--- config.mk ---
export PLATFORM = sky130hd
export DESIGN_NAME = kim_counter_mc_flat
export DESIGN_NICKNAME = d
export VERILOG_FILES = /design/src/rtl/kim_counter_mc_if.sv /design/src/rtl/kim_counter_mc.sv /design/src/flat_wrapper.sv
export SDC_FILE = /design/constraint.sdc
export NUM_CORES = 1
export LEC_CHECK = 0
export CAP_MARGIN = 20
export CELL_PAD_IN_SITES_DETAIL_PLACEMENT = 1
export CELL_PAD_IN_SITES_GLOBAL_PLACEMENT = 1
export CORE_MARGIN = 2
export CORE_UTILIZATION = 40
export CTS_CLUSTER_SIZE = 14
export DETAILED_ROUTE_END_ITERATION = 6
export PLACE_DENSITY_LB_ADDON = 0.1
export SLEW_MARGIN = 20
export SYNTH_ARGS = -nofsm -noshare
export SYNTH_HDL_FRONTEND = slang
export SYNTH_SLANG_ARGS = --single-unit
--- constraint.sdc ---
create_clock -name clk -period 2.8 [get_ports clk]
set_input_delay 0.56 -clock clk [delete_from_list [all_inputs] [get_ports clk]]
set_output_delay 0.56 -clock clk [all_outputs]
set_load 0.02 [all_outputs]
--- src/rtl/kim_counter_mc_if.sv ---
// rtl/kim_counter_mc_if.sv - control/status bundle for the multi-channel counter
interface kim_counter_mc_if #(
  parameter int NUM_CH         = 4,
  parameter int CNT_DATA_WIDTH = 7
);
  logic [NUM_CH-1:0]                start;
  logic [NUM_CH-1:0]                stop;
  logic [NUM_CH-1:0]                hold;
  logic [NUM_CH-1:0]                mode;
  logic [NUM_CH*CNT_DATA_WIDTH-1:0] cnt_val;
  logic [NUM_CH*CNT_DATA_WIDTH-1:0] c_cnt_o;
  logic [NUM_CH-1:0]                run_o;
  logic [NUM_CH-1:0]                done_o;
  logic [NUM_CH-1:0]                err_o;
  logic                             any_done_o;

  modport master (
    output start, stop, hold, mode, cnt_val,
    input  c_cnt_o, run_o, done_o, err_o, any_done_o
  );

  modport slave (
    input  start, stop, hold, mode, cnt_val,
    output c_cnt_o, run_o, done_o, err_o, any_done_o
  );
endinterface

--- src/rtl/kim_counter_mc.sv ---
// rtl/kim_counter_mc.sv - independent per-channel one-shot/periodic counters
module kim_counter_mc #(
  parameter int NUM_CH         = 4,
  parameter int CNT_DATA_WIDTH = 7
) (
  input  logic                  clk,
  input  logic                  rst_n,
  kim_counter_mc_if.slave       bus
);

  localparam int W = CNT_DATA_WIDTH;
  localparam logic [W-1:0] ONE = W'(1);

  typedef enum logic [1:0] {
    S_IDLE = 2'd0,
    S_RUN  = 2'd1,
    S_DONE = 2'd2
  } state_t;

  state_t            r_state     [NUM_CH];
  state_t            w_state_nxt [NUM_CH];
  logic [W-1:0]      r_cnt       [NUM_CH];
  logic [W-1:0]      w_cnt_nxt   [NUM_CH];
  logic [W-1:0]      r_val       [NUM_CH];
  logic [W-1:0]      w_val_nxt   [NUM_CH];
  logic [W-1:0]      w_cnt_in    [NUM_CH];
  logic [NUM_CH-1:0] r_mode;
  logic [NUM_CH-1:0] w_mode_nxt;
  logic [NUM_CH-1:0] r_err;
  logic [NUM_CH-1:0] w_err_nxt;

  logic [NUM_CH*W-1:0] w_cnt_packed;
  logic [NUM_CH-1:0]   w_run;
  logic [NUM_CH-1:0]   w_done;

  // unpack the per-channel terminal values
  always_comb begin
    for (int i = 0; i < NUM_CH; i++) begin
      w_cnt_in[i] = bus.cnt_val[i*W +: W];
    end
  end

  // per-channel next state: stop beats hold and terminal count; a zero terminal flags an error
  always_comb begin
    for (int i = 0; i < NUM_CH; i++) begin
      w_state_nxt[i] = r_state[i];
      w_cnt_nxt[i]   = r_cnt[i];
      w_val_nxt[i]   = r_val[i];
      w_mode_nxt[i]  = r_mode[i];
      w_err_nxt[i]   = 1'b0;
      case (r_state[i])
        S_IDLE: begin
          if (bus.start[i] && !bus.stop[i]) begin
            if (w_cnt_in[i] == '0) begin
              w_err_nxt[i] = 1'b1;
            end else begin
              w_state_nxt[i] = S_RUN;
              w_cnt_nxt[i]   = '0;
              w_val_nxt[i]   = w_cnt_in[i];
              w_mode_nxt[i]  = bus.mode[i];
            end
          end
        end
        S_RUN: begin
          if (bus.stop[i]) begin
            w_state_nxt[i] = S_IDLE;
            w_cnt_nxt[i]   = '0;
          end else if (!bus.hold[i]) begin
            if (r_cnt[i] == (r_val[i] - ONE)) begin
              w_state_nxt[i] = S_DONE;
              w_cnt_nxt[i]   = '0;
            end else begin
              w_cnt_nxt[i] = r_cnt[i] + ONE;
            end
          end
        end
        S_DONE: begin
          w_cnt_nxt[i] = '0;
          if (bus.stop[i]) begin
            w_state_nxt[i] = S_IDLE;
          end else if (r_mode[i]) begin
            w_state_nxt[i] = S_RUN;
          end else begin
            w_state_nxt[i] = S_IDLE;
          end
        end
        default: begin
          w_state_nxt[i] = S_IDLE;
          w_cnt_nxt[i]   = '0;
        end
      endcase
    end
  end

  // state, count, captured terminal/mode and error pulse registers
  always_ff @(posedge clk or negedge rst_n) begin
    if (!rst_n) begin
      for (int i = 0; i < NUM_CH; i++) begin
        r_state[i] <= S_IDLE;
        r_cnt[i]   <= '0;
        r_val[i]   <= '0;
      end
      r_mode <= '0;
      r_err  <= '0;
    end else begin
      for (int i = 0; i < NUM_CH; i++) begin
        r_state[i] <= w_state_nxt[i];
        r_cnt[i]   <= w_cnt_nxt[i];
        r_val[i]   <= w_val_nxt[i];
      end
      r_mode <= w_mode_nxt;
      r_err  <= w_err_nxt;
    end
  end

  // status outputs decoded from registered state only
  always_comb begin
    w_cnt_packed = '0;
    w_run        = '0;
    w_done       = '0;
    for (int i = 0; i < NUM_CH; i++) begin
      w_cnt_packed[i*W +: W] = r_cnt[i];
      w_run[i]               = (r_state[i] != S_IDLE);
      w_done[i]              = (r_state[i] == S_DONE);
    end
  end

  assign bus.c_cnt_o    = w_cnt_packed;
  assign bus.run_o      = w_run;
  assign bus.done_o     = w_done;
  assign bus.err_o      = r_err;
  assign bus.any_done_o = |w_done;

endmodule

--- src/flat_wrapper.sv ---
// flat-port wrapper written by rule: the top's interface ports become plain ports
module kim_counter_mc_flat 
#(
  parameter int NUM_CH         = 4,
  parameter int CNT_DATA_WIDTH = 7
)
  (clk, rst_n, bus_start, bus_stop, bus_hold, bus_mode, bus_cnt_val, bus_c_cnt_o, bus_run_o, bus_done_o, bus_err_o, bus_any_done_o);
  kim_counter_mc_if #(.NUM_CH(NUM_CH), .CNT_DATA_WIDTH(CNT_DATA_WIDTH)) bus_i ();
  input  logic clk;
  input  logic rst_n;
  input wire logic [$bits(bus_i.start)-1:0] bus_start;
  input wire logic [$bits(bus_i.stop)-1:0] bus_stop;
  input wire logic [$bits(bus_i.hold)-1:0] bus_hold;
  input wire logic [$bits(bus_i.mode)-1:0] bus_mode;
  input wire logic [$bits(bus_i.cnt_val)-1:0] bus_cnt_val;
  output wire logic [$bits(bus_i.c_cnt_o)-1:0] bus_c_cnt_o;
  output wire logic [$bits(bus_i.run_o)-1:0] bus_run_o;
  output wire logic [$bits(bus_i.done_o)-1:0] bus_done_o;
  output wire logic [$bits(bus_i.err_o)-1:0] bus_err_o;
  output wire logic [$bits(bus_i.any_done_o)-1:0] bus_any_done_o;
  assign bus_i.start = bus_start;
  assign bus_i.stop = bus_stop;
  assign bus_i.hold = bus_hold;
  assign bus_i.mode = bus_mode;
  assign bus_i.cnt_val = bus_cnt_val;
  assign bus_c_cnt_o = bus_i.c_cnt_o;
  assign bus_run_o = bus_i.run_o;
  assign bus_done_o = bus_i.done_o;
  assign bus_err_o = bus_i.err_o;
  assign bus_any_done_o = bus_i.any_done_o;
  kim_counter_mc #(.NUM_CH(NUM_CH), .CNT_DATA_WIDTH(CNT_DATA_WIDTH)) u_core (.clk(clk), .rst_n(rst_n), .bus(bus_i));
endmodule
# After elaboration in Yosys (flattened, before gate mapping)
# Cells that the tools add are included.
totals:
  mem_bits_ro: 0
  latch_bits: 0
  output_inout_bits: 41
  ramBits: 0
  input_bits: 46
  memories: 0
  regBits: 72
op_classes:
  n_div: 0
  shift: 0
  mul: 0
  eq_ne: 28
  muxes: 68
  magnitude_cmp: 0
  n_bitwise: 4
  n_reduce_logical: 33
  n_addsub: 8
op_table:
  columns: ["op", "count"]
  rows:
  - ["two-way mux 7 bit", 20]
  - ["case mux 7 bit (2 select lines)", 4]
  - ["two-way mux 2 bit", 24]
  - ["adder 7 x 1 -> 7 bit, second input constant", 4]
  - ["== test 7 bit", 4]
  - ["zero test 7 bit", 4]
  - ["subtractor 7 x 1 -> 7 bit, second input constant", 4]
  - ["case mux 2 bit (3 select lines)", 4]
  - ["AND reduction 3 bit", 8]
  - ["two-way mux 1 bit", 16]
  - ["AND reduction 4 bit", 4]
  - ["!= test 3 x 2 -> 1 bit, second input constant", 4]
  - ["!= test 3 bit, second input constant", 4]
  - ["== test 2 x 1 -> 1 bit, second input constant", 4]
  - ["== test 2 bit, second input constant", 4]
  - ["zero test 2 bit", 4]
  - ["!= test 2 x 1 -> 1 bit, second input constant", 4]
  - ["!= test 2 bit, second input constant", 4]
  - ["nonzero test 2 bit", 4]
  - ["logical AND 1 bit", 4]
  - ["zero test 1 bit", 4]
  - ["NOT 1 bit", 4]
  - ["OR reduction 4 bit", 1]

# Depth between registers and ports, before layout
# Gate-level depths: netlist of run 1.
logic_depth:
  depth_word: 6
  depth_mapped: 8
  depth_no_buf: 8

# Worst setup path before layout of run 1
# OpenSTA, ideal clock, no wires.
synth_path:
  kind: "register -> register"
  start: "reg u_core.r_val[0] in the netlist's numbering"
  end: "reg u_core.r_state[0] in the netlist's numbering"
  setup_slack_ns: 0.619
  required_ns: 2.648
  setup_time_ns: 0.152
  stages_incl_launch_ff: 9
  t_arrival_ns: 2.030
  path_cell_list: "dfrtp_1 inv_1 ha_1 xnor3_1 nand3_1 a2111oi_4 nor2_1 a21oi_4 a31oi_1"
synth_via:
  elab_chain_cells: 4
synth_rtl:
  columns: ["element", "line", "text"]
  rows:
  - ["start: declaration", "kim_counter_mc.sv:24", "logic [W-1:0] r_val [NUM_CH];"]
  - ["start signal: indexed assignment", "kim_counter_mc.sv:109", "r_val[i] <= w_val_nxt[i];"]
  - ["subtractor 7 x 1 -> 7 bit", "kim_counter_mc.sv:69", "if (r_cnt[i] == (r_val[i] - ONE)) begin"]
  - ["== test 7 bit", "kim_counter_mc.sv:69", null]
  - ["!= test 3 x 2 -> 1 bit (no source line)", null, null]
  - ["AND reduction 4 bit (no source line)", null, null]
  - ["end signal: indexed assignment", "kim_counter_mc.sv:107", "r_state[i] <= w_state_nxt[i];"]
  - ["end: declaration", "kim_counter_mc.sv:20", "state_t r_state [NUM_CH];"]
# No other way between the ends.
# A chain may end at the register's enable or synchronous reset.

# Worst setup path after layout of run 1
layout_path:
  start: "reg u_core.r_state[3] in the netlist's numbering"
  end: "out bus_any_done_o"
layout_via:
  elab_chain_cells: 2
layout_rtl:
  columns: ["element", "line", "text"]
  rows:
  - ["== test 2 bit", "kim_counter_mc.sv:124", "w_done[i] = (r_state[i] == S_DONE);"]
  - ["OR reduction 4 bit", "kim_counter_mc.sv:132", "assign bus.any_done_o = |w_done;"]
  - ["end: declaration", "flat_wrapper.sv:20", "output wire logic [$bits(bus_i.any_done_o)-1:0] bus_any_done_o;"]
# No other way between the ends.

==> results.yml, run 1 <==
outcome:
  status: "completed"
pwr:
  ir_drop_v: 0.000381
  clockPowerShare_pct: 17.3
  p_int_mw: 2.98
  netSwitchingFraction_pct: 41.1
  p_seq_share_pct: 35.3
  finalPower_mw: 5.06
  switchingPower_mw: 2.08
  combPwrFrac_pct: 47.5
  leakagePower_nw: 2.20
  power_density_nw_per_um2: 911
route:
  wl_per_cell_um: 17.1
  firstDrtPassIters: 4
  num_vias: 3669
  drtAntennaViolNets: 0
  wirelength_um: 11500
  drtIter0Drc: 104
  via_per_inst: 5.44
  drc: 0
worst_setup_path:
  cp_max_fo: 6
  start_kind: "register"
  cp.required_ns: 2.24
  crit_path_end_kind: "output pin"
  crit_type: "register to output pin"
  worstPathArrival_ns: 2.06
cells_and_area:
  seqCellArea_um2: 1800
  n_fill_cell: 1172
  layout-drive-gt1-share_pct: 13.7
  diodes: 0
  multiInputGateArea_um2: 2340
  area_growth_pct: 30.3
  fin_nets: 588
synthesis:
  ys_seq_area_share_pct: 42.3
  ys_seq_elements: 72
  syn_area_per_cell_um2: 9.78
  yosys_warnings: 0
  synth_top_area_share_pct: 42.3
  syn_inst: 436
  ys.flop_type: "dfrtp_1"
  yosysUniqueCellTypes: 61
  ys_top_cells_by_area: "dfrtp_1, mux2_2, xor2_1"
  syn_nets: 490
  yosys.area.top_type: "dfrtp_1"
  async_flop_share_pct: 100
  synthTopCellsByCount: "dfrtp_1, nand2_1, o21ai_0, xor2_1"
  synth_area_um2: 4260
  synth_most_common_cell: "dfrtp_1"
  synth_edf_count: 0
sta:
  slew_viol_final: 0
  setup_viol: 0
  worst_hold_slack_ns: 0.234
  finClkSkew_ns: 0.0115
  fmax_mhz: 382
  worst-slew-pin-transition_ns: 0.951
  final.min_clock_period_ns: 2.62
  fin_tns_setup_ns: 0
  rsz0062_at_grt: "no"
  period_share_pct: 93.5
  relSlewSlack_pct: 36.1
  hold_viol: 0
die:
  core-area_um2: 10300
  die_area_um2: 11500
  fp.dieW_um: 107
  start_util_pct: 41.3
  num_rows: 37
  io_pins: 87
  die_y_um: 107
clock_network:
  clock_latency_ns: 0.35
  cts.path.max_buffers: 2
  cts-root-buf: "clkbuf_8"
  clock_sinks: 72
  hold_buffers: 0
  cts_resized: 0
  cts_buffers: 9
  clkTransAtPathRegs_ns: 0.08
  post_cts_buffers: 0
  tritoncts: "yes"
  cts_max_level: 3
placed_design:
  place_congestion: 0.779
  hpwl_um: 8720
  port_buffers: 86
global_routing:
  antenna_found_initial: 0
  grt_max_degree: 73
  grt_pass1_vias: 3861
  grt_overflow: 0
  grt.total_usage_pct: 21.4
  grt_pass1_wl_um: 19500
run:
  drv_cap: 0
min_path:
  hold_class: "input port to async pin"
==> power by group through the flow <==
stage	clock network, mW	registers (mW)	logic (mW)
after floorplan	0	1.71	1.69
after global placement	0	1.79	2.31
after detailed placement	0	1.80	2.41
after CTS	0.905	1.79	2.43
after global routing	0.947	1.85	2.67
final	0.875	1.78	2.40
==> state kept, by name, indices dropped and copies added (netlist names) <==
| name | count |
|---|---|
| u_core.r_val | 28 |
| u_core.r_mode | 4 |
| u_core.bus.c_cnt_o | 28 |
| u_core.r_state | 8 |
| u_core.bus.err_o | 4 |
==> final timing paths <==
kind | end | depth (start not counted) | from | slack [ns]
min reg2reg | u_core.r_state[6]$_DFFE_PN0P_ | 2 | u_core.r_mode[0]$_DFFE_PN0P_ | 0.51
max in group asynchronous | u_core.r_state[0]$_DFFE_PN0P_ | 2 | rst_n | 2.25
max | bus_any_done_o | 3 | u_core.r_state[3]$_DFFE_PN0P_ | 0.18
min in group clk | u_core.r_state[6]$_DFFE_PN0P_ | 2 | u_core.r_mode[0]$_DFFE_PN0P_ | 0.51
max reg2reg | u_core.bus.c_cnt_o[24]$_DFFE_PN0P_ | 9 | u_core.r_val[0]$_DFFE_PN0P_ | 0.36
min | u_core.bus.c_cnt_o[7]$_DFFE_PN0P_ | 2 | rst_n | 0.23
==> cell usage in the layout (no fill, tap or decap), types with 5 or more instances in the layout <==
master,synthesis,layout
clkdlybuf4s50_1,0,85
dfrtp_1,72,72
nand2_1,32,32
o21ai_0,26,26
xor2_1,25,25
inv_1,23,23
mux2_2,23,23
nand3_1,18,18
a21oi_1,18,18
nor2_1,17,17
xnor2_1,17,17
nand2b_1,16,16
nor3_1,14,13
clkbuf_8,0,11
buf_4,0,10
or3_1,9,9
nor2b_1,8,8
or2_2,8,8
o22ai_1,8,8
ha_1,8,8
and3_1,7,7
nor3b_1,6,6
nand4_1,5,5
o31ai_1,5,5
==> layout make-up <==
class | count | area share (%)
multi-input cells | 331 | 42.1
flip-flops and latches | 72 | 32.4
repair buffers | 97 | 17.1
well taps | 136 | 3.06
clock buffers | 11 | 2.72
inverters | 23 | 1.55
clock inverters | 5 | 0.991
==> layer usage <==
metal / wire length, um / share of wire, % / GRT usage, % / vias up
met5: 0 / 0 / 0 / -
met4: 152 / 1.3 / 4.92 / 0
met3: 435 / 3.8 / 4.78 / 13
met2: 5620 / 49 / 35.8 / 69
met1: 5330 / 46 / 28.1 / 1821
li1: - / - / - / 1766
==> metrics by stage <==
step,area (um^2),utilization [%],setup slack [ns],cells
floorplan,4260,-,0.619,436
global placement,5340,51.7,0.187,658
detailed placement,5340,51.7,0.129,658
CTS,5540,53.7,0.120,674
global route,5560,53.8,0.108,675
finish,5560,53.8,0.182,675
==> worst max-delay path, cell delays in order (launching register included) <==
cell and delay (ns):
dfrtp_1 0.43, nor2b_1 0.18, or4_1 0.54, clkdlybuf4s50_1 0.56
==> cell families (layout without fill, tap and decap cells) <==
kind of cell	Yosys count	in the layout	share of synthesized area (%)
and+or+nand+nor	165	165	21.7
AOI/OAI and AO/OA	90	90	15.1
DFF	72	72	42.3
muxes	23	23	6.07
adders and majority gates	10	10	2.82
buffers and inverters	33	136	2.96
xor gates and xnor gates	43	43	9.15
No activity file was read; power rests on OpenSTA's default activity.
==> run 2, diff against run 1 <==
CAP_MARGIN = 5   (was 20)
==> results of run 2 <==
Same layout as run 1: the final DEF is identical, and so are final timing and power.
